[config.mk]
export PLATFORM = sky130hd
export DESIGN_NAME = dmem_arbiter_flat
export DESIGN_NICKNAME = d
export VERILOG_FILES = /design/src/rtl/dmem_arbiter_if.sv /design/src/rtl/dmem_arbiter.sv /design/src/flat_wrapper.sv
export SDC_FILE = /design/constraint.sdc
export NUM_CORES = 1
export LEC_CHECK = 0
export BUFFER_PORTS_ARGS = -buffer_cell sky130_fd_sc_hd__buf_2
export CAP_MARGIN = 20
export CORE_AREA = 2 2 117 119
export CTS_CLUSTER_SIZE = 24
export DETAILED_ROUTE_END_ITERATION = 8
export DIE_AREA = 0 0 119 121
export SYNTH_ARGS = -nofsm -noshare
export SYNTH_HDL_FRONTEND = slang
export SYNTH_SLANG_ARGS = --single-unit
[constraint.sdc]
create_clock -name clk -period 3.9 [get_ports clk]
set_input_delay 0.585 -clock clk [delete_from_list [all_inputs] [get_ports clk]]
set_output_delay 0.585 -clock clk [all_outputs]
set_load 0.005 [all_outputs]
[src/rtl/dmem_arbiter_if.sv]
// Bundle of both requester ports and the dmem side of the data-memory arbiter.
interface dmem_arbiter_if #(
  parameter int ADDR_W = 32,
  parameter int DATA_W = 32
);
  logic              p0_req;
  logic              p0_we;
  logic [ADDR_W-1:0] p0_addr;
  logic [DATA_W-1:0] p0_wdata;
  logic              p0_gnt;
  logic              p0_rvalid;
  logic [DATA_W-1:0] p0_rdata;

  logic              p1_req;
  logic              p1_we;
  logic [ADDR_W-1:0] p1_addr;
  logic [DATA_W-1:0] p1_wdata;
  logic              p1_gnt;
  logic              p1_rvalid;
  logic [DATA_W-1:0] p1_rdata;

  logic              mem_we;
  logic [ADDR_W-1:0] mem_a;
  logic [DATA_W-1:0] mem_wd;
  logic [DATA_W-1:0] mem_rd;

  modport slave (
    input  p0_req, p0_we, p0_addr, p0_wdata,
    input  p1_req, p1_we, p1_addr, p1_wdata,
    input  mem_rd,
    output p0_gnt, p0_rvalid, p0_rdata,
    output p1_gnt, p1_rvalid, p1_rdata,
    output mem_we, mem_a, mem_wd
  );

  modport master (
    output p0_req, p0_we, p0_addr, p0_wdata,
    output p1_req, p1_we, p1_addr, p1_wdata,
    input  p0_gnt, p0_rvalid, p0_rdata,
    input  p1_gnt, p1_rvalid, p1_rdata
  );

  modport mem (
    input  mem_we, mem_a, mem_wd,
    output mem_rd
  );
endinterface

[src/rtl/dmem_arbiter.sv]
// Two-port arbiter for the single-port dmem: round-robin on ties, burst-limited
// ownership, combinational grant and registered per-port read data.
module dmem_arbiter #(
  parameter int ADDR_W    = 32,
  parameter int DATA_W    = 32,
  parameter int MAX_BURST = 4
) (
  input logic           clk,
  input logic           reset,
  dmem_arbiter_if.slave bus
);

  localparam int CNT_W = $clog2(MAX_BURST + 1);
  localparam logic [CNT_W-1:0] MAX_CNT = CNT_W'(MAX_BURST);

  typedef enum logic [1:0] {
    OWN_NONE = 2'd0,
    OWN_P0   = 2'd1,
    OWN_P1   = 2'd2
  } owner_t;

  owner_t            r_owner;
  logic [CNT_W-1:0]  r_cnt;
  logic              r_last;
  logic              r_p0_rvalid;
  logic              r_p1_rvalid;
  logic [DATA_W-1:0] r_p0_rdata;
  logic [DATA_W-1:0] r_p1_rdata;

  owner_t            w_sel;
  logic              w_at_limit;
  logic [CNT_W-1:0]  w_cnt_inc;

  assign w_at_limit = (r_cnt >= MAX_CNT);
  assign w_cnt_inc  = w_at_limit ? MAX_CNT : r_cnt + CNT_W'(1);

  // The owner keeps the port unless it has used up its burst while the other waits.
  always_comb begin
    w_sel = OWN_NONE;
    case (r_owner)
      OWN_P0: begin
        if (bus.p0_req && !(w_at_limit && bus.p1_req)) w_sel = OWN_P0;
        else if (bus.p1_req)                            w_sel = OWN_P1;
      end
      OWN_P1: begin
        if (bus.p1_req && !(w_at_limit && bus.p0_req)) w_sel = OWN_P1;
        else if (bus.p0_req)                            w_sel = OWN_P0;
      end
      default: begin
        if (bus.p0_req && bus.p1_req) w_sel = r_last ? OWN_P0 : OWN_P1;
        else if (bus.p0_req)          w_sel = OWN_P0;
        else if (bus.p1_req)          w_sel = OWN_P1;
      end
    endcase
    if (!reset) w_sel = OWN_NONE;
  end

  always_comb begin
    bus.p0_gnt = (w_sel == OWN_P0);
    bus.p1_gnt = (w_sel == OWN_P1);
    bus.mem_we = 1'b0;
    bus.mem_a  = '0;
    bus.mem_wd = '0;
    case (w_sel)
      OWN_P0: begin
        bus.mem_we = bus.p0_we;
        bus.mem_a  = bus.p0_addr;
        bus.mem_wd = bus.p0_wdata;
      end
      OWN_P1: begin
        bus.mem_we = bus.p1_we;
        bus.mem_a  = bus.p1_addr;
        bus.mem_wd = bus.p1_wdata;
      end
      default: ;
    endcase
  end

  always_ff @(posedge clk or negedge reset) begin
    if (!reset) begin
      r_owner     <= OWN_NONE;
      r_cnt       <= '0;
      r_last      <= 1'b1;
      r_p0_rvalid <= 1'b0;
      r_p1_rvalid <= 1'b0;
      r_p0_rdata  <= '0;
      r_p1_rdata  <= '0;
    end else begin
      r_p0_rvalid <= (w_sel == OWN_P0) && !bus.p0_we;
      r_p1_rvalid <= (w_sel == OWN_P1) && !bus.p1_we;
      if ((w_sel == OWN_P0) && !bus.p0_we) r_p0_rdata <= bus.mem_rd;
      if ((w_sel == OWN_P1) && !bus.p1_we) r_p1_rdata <= bus.mem_rd;
      if (w_sel != OWN_NONE) begin
        r_owner <= w_sel;
        r_last  <= (w_sel == OWN_P1);
        r_cnt   <= (w_sel == r_owner) ? w_cnt_inc : CNT_W'(1);
      end else begin
        r_owner <= OWN_NONE;
        r_cnt   <= '0;
      end
    end
  end

  assign bus.p0_rvalid = r_p0_rvalid;
  assign bus.p1_rvalid = r_p1_rvalid;
  assign bus.p0_rdata  = r_p0_rdata;
  assign bus.p1_rdata  = r_p1_rdata;

endmodule

[src/flat_wrapper.sv]
// flat-port wrapper written by rule: the top's interface ports become plain ports
module dmem_arbiter_flat 
#(
  parameter int ADDR_W    = 32,
  parameter int DATA_W    = 32,
  parameter int MAX_BURST = 4
)
  (clk, reset, bus_p0_req, bus_p0_we, bus_p0_addr, bus_p0_wdata, bus_p1_req, bus_p1_we, bus_p1_addr, bus_p1_wdata, bus_mem_rd, bus_p0_gnt, bus_p0_rvalid, bus_p0_rdata, bus_p1_gnt, bus_p1_rvalid, bus_p1_rdata, bus_mem_we, bus_mem_a, bus_mem_wd);
  dmem_arbiter_if #(.ADDR_W(ADDR_W), .DATA_W(DATA_W)) bus_i ();
  input logic clk;
  input logic reset;
  input wire logic [$bits(bus_i.p0_req)-1:0] bus_p0_req;
  input wire logic [$bits(bus_i.p0_we)-1:0] bus_p0_we;
  input wire logic [$bits(bus_i.p0_addr)-1:0] bus_p0_addr;
  input wire logic [$bits(bus_i.p0_wdata)-1:0] bus_p0_wdata;
  input wire logic [$bits(bus_i.p1_req)-1:0] bus_p1_req;
  input wire logic [$bits(bus_i.p1_we)-1:0] bus_p1_we;
  input wire logic [$bits(bus_i.p1_addr)-1:0] bus_p1_addr;
  input wire logic [$bits(bus_i.p1_wdata)-1:0] bus_p1_wdata;
  input wire logic [$bits(bus_i.mem_rd)-1:0] bus_mem_rd;
  output wire logic [$bits(bus_i.p0_gnt)-1:0] bus_p0_gnt;
  output wire logic [$bits(bus_i.p0_rvalid)-1:0] bus_p0_rvalid;
  output wire logic [$bits(bus_i.p0_rdata)-1:0] bus_p0_rdata;
  output wire logic [$bits(bus_i.p1_gnt)-1:0] bus_p1_gnt;
  output wire logic [$bits(bus_i.p1_rvalid)-1:0] bus_p1_rvalid;
  output wire logic [$bits(bus_i.p1_rdata)-1:0] bus_p1_rdata;
  output wire logic [$bits(bus_i.mem_we)-1:0] bus_mem_we;
  output wire logic [$bits(bus_i.mem_a)-1:0] bus_mem_a;
  output wire logic [$bits(bus_i.mem_wd)-1:0] bus_mem_wd;
  assign bus_i.p0_req = bus_p0_req;
  assign bus_i.p0_we = bus_p0_we;
  assign bus_i.p0_addr = bus_p0_addr;
  assign bus_i.p0_wdata = bus_p0_wdata;
  assign bus_i.p1_req = bus_p1_req;
  assign bus_i.p1_we = bus_p1_we;
  assign bus_i.p1_addr = bus_p1_addr;
  assign bus_i.p1_wdata = bus_p1_wdata;
  assign bus_i.mem_rd = bus_mem_rd;
  assign bus_p0_gnt = bus_i.p0_gnt;
  assign bus_p0_rvalid = bus_i.p0_rvalid;
  assign bus_p0_rdata = bus_i.p0_rdata;
  assign bus_p1_gnt = bus_i.p1_gnt;
  assign bus_p1_rvalid = bus_i.p1_rvalid;
  assign bus_p1_rdata = bus_i.p1_rdata;
  assign bus_mem_we = bus_i.mem_we;
  assign bus_mem_a = bus_i.mem_a;
  assign bus_mem_wd = bus_i.mem_wd;
  dmem_arbiter #(.ADDR_W(ADDR_W), .DATA_W(DATA_W), .MAX_BURST(MAX_BURST)) u_core (.clk(clk), .reset(reset), .bus(bus_i));
endmodule
==> results.json, run 1 <==
{
  "maxCapViolations": 0,
  "clk_latency_ns": 0.33,
  "cp_common_cell": "inv_1",
  "intPower_uw": 2250,
  "required_ns": 3.31,
  "drv_slew": 0,
  "max_freq_mhz": 280,
  "grt_pass1_wl_um": 19700,
  "syn_nets": 513,
  "cp_data_arrival_time_ns": 2.99,
  "post_cts_resized": 0,
  "cpLargestDelayFamily": "simple AND/OR/NAND/NOR gates",
  "slew_headroom": 0.425,
  "finClkSkew_ns": 0.00478,
  "ant_nets": 0,
  "clkPwrFrac": 0.257,
  "mostFrequentLayoutCells": "298 x buf_2, 71 x dfrtp_1, 65 x a22oi_1, 65 x nor2b_1, 65 x mux2_2",
  "p_comb_frac": 0.357,
  "synth_compound_area_frac": 0.142,
  "antenna_cells": 0,
  "fin_crit_ns": 3.57,
  "setup_tns_ns": 0,
  "htree_levels": 3,
  "status": "finished clean",
  "post_synth_inst_count": 339,
  "die_w_um": 119,
  "layout-drive-gt1-share": 0.622,
  "cp_max_fo": 64,
  "cts_sinks": 72,
  "crit_path_end_kind": "output port",
  "first_iter_violations": 209,
  "route.detailed.drc": 0,
  "slowest_delay_ns": 0.49,
  "floorplan.die_area_um2": 14400,
  "worstMarginPinSlew_ns": 0.862,
  "cts_tree": "done",
  "dr.pass1.iters": 5,
  "ys_seq_elements": 72,
  "synth_fa_ha_area_frac": 0.0260,
  "final_common_cell": "buf_2",
  "yosysSeqAreaShare": 0.468,
  "vias": 3773,
  "avgViaCountPerCell": 4.68,
  "portBuffers": 298,
  "cts_setup_buffers": 0,
  "critPathBufInv": 4,
  "synth.distinct_cells": 24,
  "p_leak_uw": 0.00290,
  "p_sw_uw": 942,
  "final_cells": 806,
  "clkTransAtPathRegs_ns": 0.05,
  "yosys.area_share.simple": 0.132,
  "track_usage": 0.175,
  "dp.cells": 790,
  "grt_max_degree": 72,
  "wl_per_cell_um": 16.1,
  "yosys_warnings": 0,
  "p_sw_frac": 0.295,
  "gp_congestion": 0.837,
  "ctsHoldBuffers": 0,
  "cts_buffer_depth": 2,
  "numCtsBuffers": 9,
  "ios": 299,
  "grt-ovfl-total": 0,
  "synth_top_family_by_area": "multiplexers",
  "start_util": 0.294,
  "synthMuxAreaShare": 0.190,
  "irDropWorstVdd_uv": 197,
  "finalCritPeriodShare": 0.916,
  "core_area_um2": 13100,
  "rsz0062_at_grt": "false",
  "dp_hpwl_um": 10300,
  "start_kind": "flop",
  "path_cells": "inv_1, ha_1, or4b_1, o21ai_1, nor3_2, inv_1, ha_2, buf_12, a22oi_1, nor2b_1, buf_2",
  "area_growth_pct": 51.1,
  "setup.worst_path.class": "flop to output port",
  "routed_wl_um": 13000,
  "fp-row-count": 42,
  "hold_viol_final": 0,
  "grt_pass1_vias": 3851,
  "setup_viol_count_final": 0,
  "layout.nets": 799,
  "seqPwrFrac": 0.386,
  "antenna_found_initial": 0,
  "synth_area_um2": 3850,
  "fp.dieH_um": 121,
  "syn_avg_cell_area_um2": 11.4,
  "synth-xor-area-share": 0.00455,
  "min_path_type": "input pin to async pin",
  "root_buffer": "clkbuf_16",
  "slowest_stage": "or4b_1",
  "pwr_density_cell_nw_per_um2": 549
}
## final timing paths
path | from | to | slack, ns | cells past startpoint
max reg2reg | u_core.r_owner[0] | u_core.bus.p0_rdata[29] | 0.70 | 10
max | u_core.r_owner[0] | bus_mem_wd[21] | 0.33 | 11
max in group asynchronous | reset | u_core.bus.p1_rdata[4] | 2.76 | 2
min in group clk | u_core.bus.p1_rdata[14] | u_core.bus.p1_rdata[14] | 0.50 | 1
min | reset | u_core.r_last | 0.27 | 1
min reg2reg | u_core.bus.p1_rdata[14] | u_core.bus.p1_rdata[14] | 0.50 | 1
## metal layers
metal / vias to the layer above / part of all wire / GRT usage
li1: 1785 / - / -
met1: 1788 / 0.41 / 0.208
met2: 188 / 0.50 / 0.307
met3: 12 / 0.083 / 0.0559
met4: 0 / 0.0092 / 0.0402
met5: - / 0 / 0
## power by group through the flow
| stage | clock, µW | combinational (µW) | sequential, µW |
|---|---|---|---|
| after floorplan | 0 | 543 | 1260 |
| after global placement | 0 | 1130 | 1230 |
| after detailed placement | 0 | 1160 | 1250 |
| after CTS | 839 | 1170 | 1240 |
| after global routing | 878 | 1260 | 1280 |
| final | 821 | 1140 | 1240 |
## synth_stat cells (all sizes together)
cell type	count	area share
xnor2	2	0.0045
mux2	65	0.19
nand2	7	0.0068
dfstp	1	0.0068
buf	10	0.012
nor3	2	0.0039
inv	8	0.0078
nor2b	66	0.11
clkbuf	19	0.019
nand2b	2	0.0032
o31a	1	0.0023
nor4	1	0.0016
dfrtp	71	0.46
o21ai	1	0.0013
a22oi	65	0.13
a211oi	1	0.0019
o41ai	1	0.0071
a21oi	1	0.0023
nand4	1	0.0016
nor2	5	0.0049
or4b	1	0.0026
ha	8	0.026
## layout make-up
| class | count | area (µm²) |
|---|---|---|
| tap | 176 | 220 |
| fill | 1278 | 7260 |
| multi-input combinational | 230 | 1910 |
| timing repair buffer | 304 | 1550 |
| clock buffer | 11 | 253 |
| clock inverter | 5 | 55.1 |
| inverter | 8 | 30.0 |
| sequential | 72 | 1800 |
## cells by family after synthesis
kind of cell	after synthesis
AND/OR/NAND/NOR	85
adder cells (fa/ha/maj)	8
multiplexers	65
XOR/XNOR	2
buffers and inverters	37
AO/OA/AOI/OAI	70
flip-flops	72
## worst reg2reg max path, cell delays in order, from the launching register on
cell and delay [ns]:
dfrtp_1 0.36, inv_1 0.07, ha_1 0.40, or4b_1 0.15
o21ai_1 0.07, nor3_2 0.26, ha_2 0.22, buf_4 0.51
nor2b_2 0.26, buf_4 0.38, mux2_2 0.42
## sequential cells by signal, summed over array words and instances (netlist names)
register and flops:
u_core.bus.p1_rvalid 1, u_core.r_owner 2, u_core.bus.p0_rvalid 1, u_core.bus.p0_rdata 32, u_core.r_last 1, u_core.bus.p1_rdata 32, u_core.r_cnt 3
## per-stage QoR
step	cell area [µm²]	power, µW	worst slack [ns]	utilization	hold WS, ns
floorplan	3850	1810	0.831	-	0.289
detailed placement	5510	2410	0.623	0.421	0.487
CTS	5820	3240	0.248	0.445	0.260
global route	5820	3410	0.0965	0.445	0.265
global placement	5510	2360	0.677	0.421	0.482
finish	5820	3200	0.328	0.445	0.268
Power figures use the tool's default switching activity.
==> run 2, diff against run 1 <==
==> constraint.sdc (replaced) <==
create_clock -name clk -period 3.35 [get_ports clk]
set_input_delay 0.5025 -clock clk [delete_from_list [all_inputs] [get_ports clk]]
set_output_delay 0.5025 -clock clk [all_outputs]
set_load 0.005 [all_outputs]
==> results.json, run 2 (same netlist as run 1, synthesis figures left out) <==
{
  "status": "finished clean",
  "setup.worst_path.class": "flop to output port",
  "route.detailed.drc": 0,
  "portBuffers": 298,
  "grt-ovfl-total": 0,
  "avgViaCountPerCell": 4.70,
  "setup_viol_count_final": 0,
  "cts_buffer_depth": 2,
  "vias": 3829,
  "ios": 299,
  "clk_latency_ns": 0.32,
  "irDropWorstVdd_uv": 211,
  "antenna_found_initial": 1,
  "routed_wl_um": 13800,
  "finalCritPeriodShare": 0.958,
  "slew_headroom": 0.437,
  "drv_slew": 0,
  "post_dp_cell_area_um2": 5530,
  "dr.pass1.iters": 4,
  "required_ns": 2.85,
  "ant_nets": 0,
  "preCtsSetupSlack_ns": 0.110,
  "min_path_type": "input pin to async pin",
  "floorplan.die_area_um2": 14400,
  "dp.cells": 791,
  "root_buffer": "clkbuf_16",
  "setup_tns_ns": 0,
  "die_w_um": 119,
  "start_kind": "flop",
  "gp_congestion": 0.886,
  "dp_hpwl_um": 10300,
  "max_freq_mhz": 312,
  "track_usage": 0.177,
  "grt_pass1_wl_um": 20000,
  "multi_input_area_um2": 1960,
  "fp.dieH_um": 121,
  "fin_crit_ns": 3.21,
  "core_area_um2": 13100,
  "cp_max_fo": 8,
  "layout.nets": 806,
  "layout-drive-gt1-share": 0.631,
  "setup_slack_ns": 0.140,
  "cts_tree": "done",
  "cts_sinks": 72,
  "htree_levels": 3,
  "p_leak_uw": 0.00295,
  "crit_path_end_kind": "output port",
  "nFillCells": 1225,
  "final_common_cell": "buf_2",
  "area_growth_pct": 55.3,
  "pwr_density_cell_nw_per_um2": 619,
  "layout.area.seq_um2": 1800,
  "start_util": 0.294,
  "final_area_um2": 5980,
  "fin_total_pwr_uw": 3700,
  "maxCapViolations": 0,
  "mostFrequentLayoutCells": "298 x buf_2, 71 x dfrtp_1, 65 x a22oi_1, 65 x nor2b_1, 65 x mux2_2",
  "final_cells": 814,
  "numCtsBuffers": 9,
  "clkTransAtPathRegs_ns": 0.05,
  "rsz0062_at_grt": "false",
  "grt_max_degree": 70,
  "hold_viol_final": 0,
  "finClkSkew_ns": 0.00293,
  "fp-row-count": 42,
  "first_iter_violations": 141,
  "wl_per_cell_um": 17.0,
  "cp_data_arrival_time_ns": 2.71,
  "worstMarginPinSlew_ns": 0.844,
  "grt_pass1_vias": 3784
}
run 2: cell count changes in the layout (fill, tap and decap cells not counted), moves of 2 or more:
| cell | change |
|---|---|
| buf_12 | +2 |
| buf_16 | +2 |
| clkbuf_1 | +3 |
| clkbuf_16 | +2 |
| ha_1 | -3 |
| ha_4 | +3 |
| inv_1 | -2 |
| inv_2 | +2 |
run 2: timing repair:
action	4_1_cts	5_1_grt
cloned	2	2
hold endpoints to repair	2	0
hold buffers	1	0
setup endpoints to repair	60	52
resized for setup	9	6
buffers inserted	0	1
pin swaps	0	1
run 2: worst paths after layout:
check                                  startpoint                      end  slack (ns)  depth (start not counted)
min reg2reg                u_core.bus.p1_rdata[4]   u_core.bus.p1_rdata[4]        0.50                          1
min in group clk                   bus_mem_rd[27]  u_core.bus.p1_rdata[27]        0.42                          2
max in group asynchronous                   reset  u_core.bus.p1_rdata[13]        2.33                          2
max reg2reg                     u_core.r_owner[1]  u_core.bus.p0_rdata[17]        0.45                         10
max                             u_core.r_owner[1]           bus_mem_wd[29]        0.14                         11
min                                         reset            u_core.r_last        0.18                          1
run 2: critical path, cell delays in order, from the launching register on:
cell     delay [ns]
dfrtp_1        0.40
inv_1          0.09
ha_2           0.21
or4b_4         0.52
o21ai_2        0.08
nor3_2         0.08
inv_2          0.13
ha_4           0.26
buf_12         0.16
a22oi_1        0.08
nor2b_1        0.20
buf_2          0.15
run 2: cell type report:
| cell class | instances | area share |
|---|---|---|
| Sequential cell | 72 | 0.301 |
| Multi-Input combinational cell | 230 | 0.327 |
| Inverter | 8 | 0.00502 |
| Clock buffer | 13 | 0.0418 |
| Antenna cell | 1 | 0.000418 |
| Tap cell | 176 | 0.0368 |
| Timing Repair Buffer | 311 | 0.285 |
| Clock inverter | 3 | 0.00293 |
run 2: layer usage:
| metal | wire length, µm | track usage |
|---|---|---|
| met2 | 6990 | 0.313 |
| met4 | 194 | 0.0461 |
| met1 | 5670 | 0.216 |
| met5 | 0 | 0 |
| met3 | 944 | 0.0442 |
run 2: power breakdown:
part	total (µW)	switching [µW]	internal, µW
sequential	1430	178	1250
combinational	1430	603	825
clock	846	327	519
run 2: stage by stage:
step	utilization	hold WS [ns]
after floorplan	-	0.207
after global placement	0.423	0.342
after detailed placement	0.423	0.345
after CTS	0.452	0.181
after global routing	0.457	0.188
final	0.457	0.182
==> run 3, diff against run 2 <==
--- a/config.mk
+++ b/config.mk
@@ -5,12 +5,12 @@
 export SDC_FILE = /design/constraint.sdc
 export NUM_CORES = 1
 export LEC_CHECK = 0
-export BUFFER_PORTS_ARGS = -buffer_cell sky130_fd_sc_hd__buf_2
 export CAP_MARGIN = 20
-export CORE_AREA = 2 2 117 119
+export CORE_AREA = 2 2 114 116
 export CTS_CLUSTER_SIZE = 24
 export DETAILED_ROUTE_END_ITERATION = 8
-export DIE_AREA = 0 0 119 121
+export DIE_AREA = 0 0 116 118
+export DONT_BUFFER_PORTS = 1
 export SYNTH_ARGS = -nofsm -noshare
 export SYNTH_HDL_FRONTEND = slang
 export SYNTH_SLANG_ARGS = --single-unit
==> results.json, run 3 (same netlist as run 1, synthesis figures left out) <==
{
  "drv_slew": 0,
  "grt-ovfl-total": 0,
  "clk_latency_ns": 0.32,
  "finalCritPeriodShare": 0.941,
  "grt_pass1_wl_um": 16600,
  "cts_sinks": 72,
  "max_freq_mhz": 317,
  "antenna_found_initial": 0,
  "irDropWorstVdd_uv": 245,
  "root_buffer": "clkbuf_16",
  "wl_per_cell_um": 23.8,
  "start_kind": "flop",
  "dr.pass1.iters": 5,
  "p_leak_uw": 0.00169,
  "pwr_density_cell_nw_per_um2": 711,
  "required_ns": 2.85,
  "cp_data_arrival_time_ns": 2.65,
  "route.detailed.drc": 0,
  "seqPwrFrac": 0.482,
  "mostFrequentLayoutCells": "71 x dfrtp_1, 65 x mux2_2, 59 x nor2b_1",
  "layout.nets": 510,
  "p_sw_uw": 978,
  "dp_hpwl_um": 9030,
  "die_w_um": 116,
  "worstMarginPinSlew_ns": 0.460,
  "htree_levels": 3,
  "final_common_cell": "dfrtp_1",
  "p_comb_frac": 0.260,
  "r2r_slack_ns": 0.42,
  "post_dp_cell_area_um2": 4040,
  "status": "finished clean",
  "track_usage": 0.162,
  "fin_total_pwr_uw": 3220,
  "intPower_uw": 2240,
  "first_iter_violations": 172,
  "r2r_start": "u_core.r_owner[0]",
  "area_growth_pct": 17.5,
  "cts_tree": "done",
  "vias": 2780,
  "cts_buffer_depth": 2,
  "cp_max_fo": 18,
  "hold_viol_final": 0,
  "rsz0062_at_grt": "false",
  "preCtsSetupSlack_ns": 0.134,
  "portBuffers": 0,
  "fin_crit_ns": 3.15,
  "slew_headroom": 0.693,
  "clkPwrFrac": 0.257,
  "setup.worst_path.class": "flop to output port",
  "crit_path_end_kind": "output port",
  "setup_viol_count_final": 0,
  "avgViaCountPerCell": 5.44,
  "finClkSkew_ns": 0.00575,
  "final_area_um2": 4530,
  "reg2regPathDepth": 10,
  "setup_tns_ns": 0,
  "maxCapViolations": 0,
  "p_sw_frac": 0.304,
  "ant_nets": 0,
  "grt_max_degree": 72,
  "r2r-end": "u_core.bus.p0_rdata[14]",
  "start_util": 0.310,
  "ios": 299,
  "gp_congestion": 0.869,
  "min_path_type": "input pin to async pin",
  "fp.dieH_um": 118,
  "fp-row-count": 41,
  "numCtsBuffers": 9,
  "grt_pass1_vias": 2779,
  "clkTransAtPathRegs_ns": 0.06,
  "post-route-util": 0.365,
  "routed_wl_um": 12100,
  "layout-drive-gt1-share": 0.351,
  "setup_slack_ns": 0.199,
  "antenna_cells": 0,
  "floorplan.die_area_um2": 13700,
  "core_area_um2": 12400
}
==> run 3: cell count changes in the layout (fill, tap and decap cells not counted), sizes merged <==
cell      change
clkinv        -1
clkbuf        -3
diode         -1
clkinvlp      +1
buf         -295
==> run 3: power by group through the flow <==
| stage | combinational [µW] | sequential (µW) | clock [µW] |
|---|---|---|---|
| after global placement | 719 | 1560 | 0 |
| after CTS | 809 | 1560 | 857 |
| after floorplan | 632 | 1470 | 0 |
| final | 837 | 1550 | 828 |
| after detailed placement | 757 | 1570 | 0 |
| after global routing | 914 | 1610 | 902 |
==> run 3: worst max-delay path by stage <==
stage	start	depth (start not counted)	slack, ns	to
detailed placement	u_core.r_owner[0]	9	0.13	bus_mem_wd[21]
CTS	u_core.r_owner[0]	10	0.003	bus_mem_a[23]
global placement	u_core.r_owner[0]	9	0.27	bus_mem_wd[24]
floorplan	u_core.r_owner[0]	11	0.36	bus_mem_a[10]
finish	u_core.r_owner[0]	10	0.20	bus_mem_wd[28]
global route	u_core.r_owner[0]	10	0.04	bus_mem_wd[6]
==> run 3: routing by layer <==
layer  vias to the layer above  global-route usage  wire length, µm
met2                       213               0.297             6350
met5                         -                   0                0
li1                       1207                   -                -
met3                        14              0.0680             1470
met4                         0              0.0513              169
met1                      1346               0.163             4150
==> run 3: cell type report <==
type                       instances  area (µm²)
fill                            1223        7890
multi-input combinational        230        2020
sequential                        72        1800
clock buffer                      11         243
tap                              172         215
timing repair buffer              15         196
inverter                           8        30.0
clock inverter                     3        20.0
==> run 3: metrics by stage <==
step / hold slack [ns] / cells
2_1_floorplan: 0.207 / 339
3_3_place_gp: 0.208 / 490
3_5_place_dp: 0.208 / 490
4_1_cts: 0.00584 / 506
5_1_grt: 0.0693 / 511
6_report: 0.0585 / 511
==> run 3: what timing repair did <==
item,4_1_cts,5_1_grt
gates cloned,1,1
hold buffers,1,1
setup buffers,0,3
hold endpoints to repair,71,1
resized for setup,9,18
pin swaps,1,3
setup endpoints to repair,44,65
==> run 3: worst max-delay path, cell delays in order, from the launching register on <==
cell and delay, ns:
dfrtp_1 0.38, inv_1 0.09, ha_2 0.32, or4b_1 0.51
o21ai_2 0.10, nor3_4 0.08, inv_2 0.12, ha_4 0.21
buf_12 0.18, a22oi_1 0.12, nor2b_1 0.21
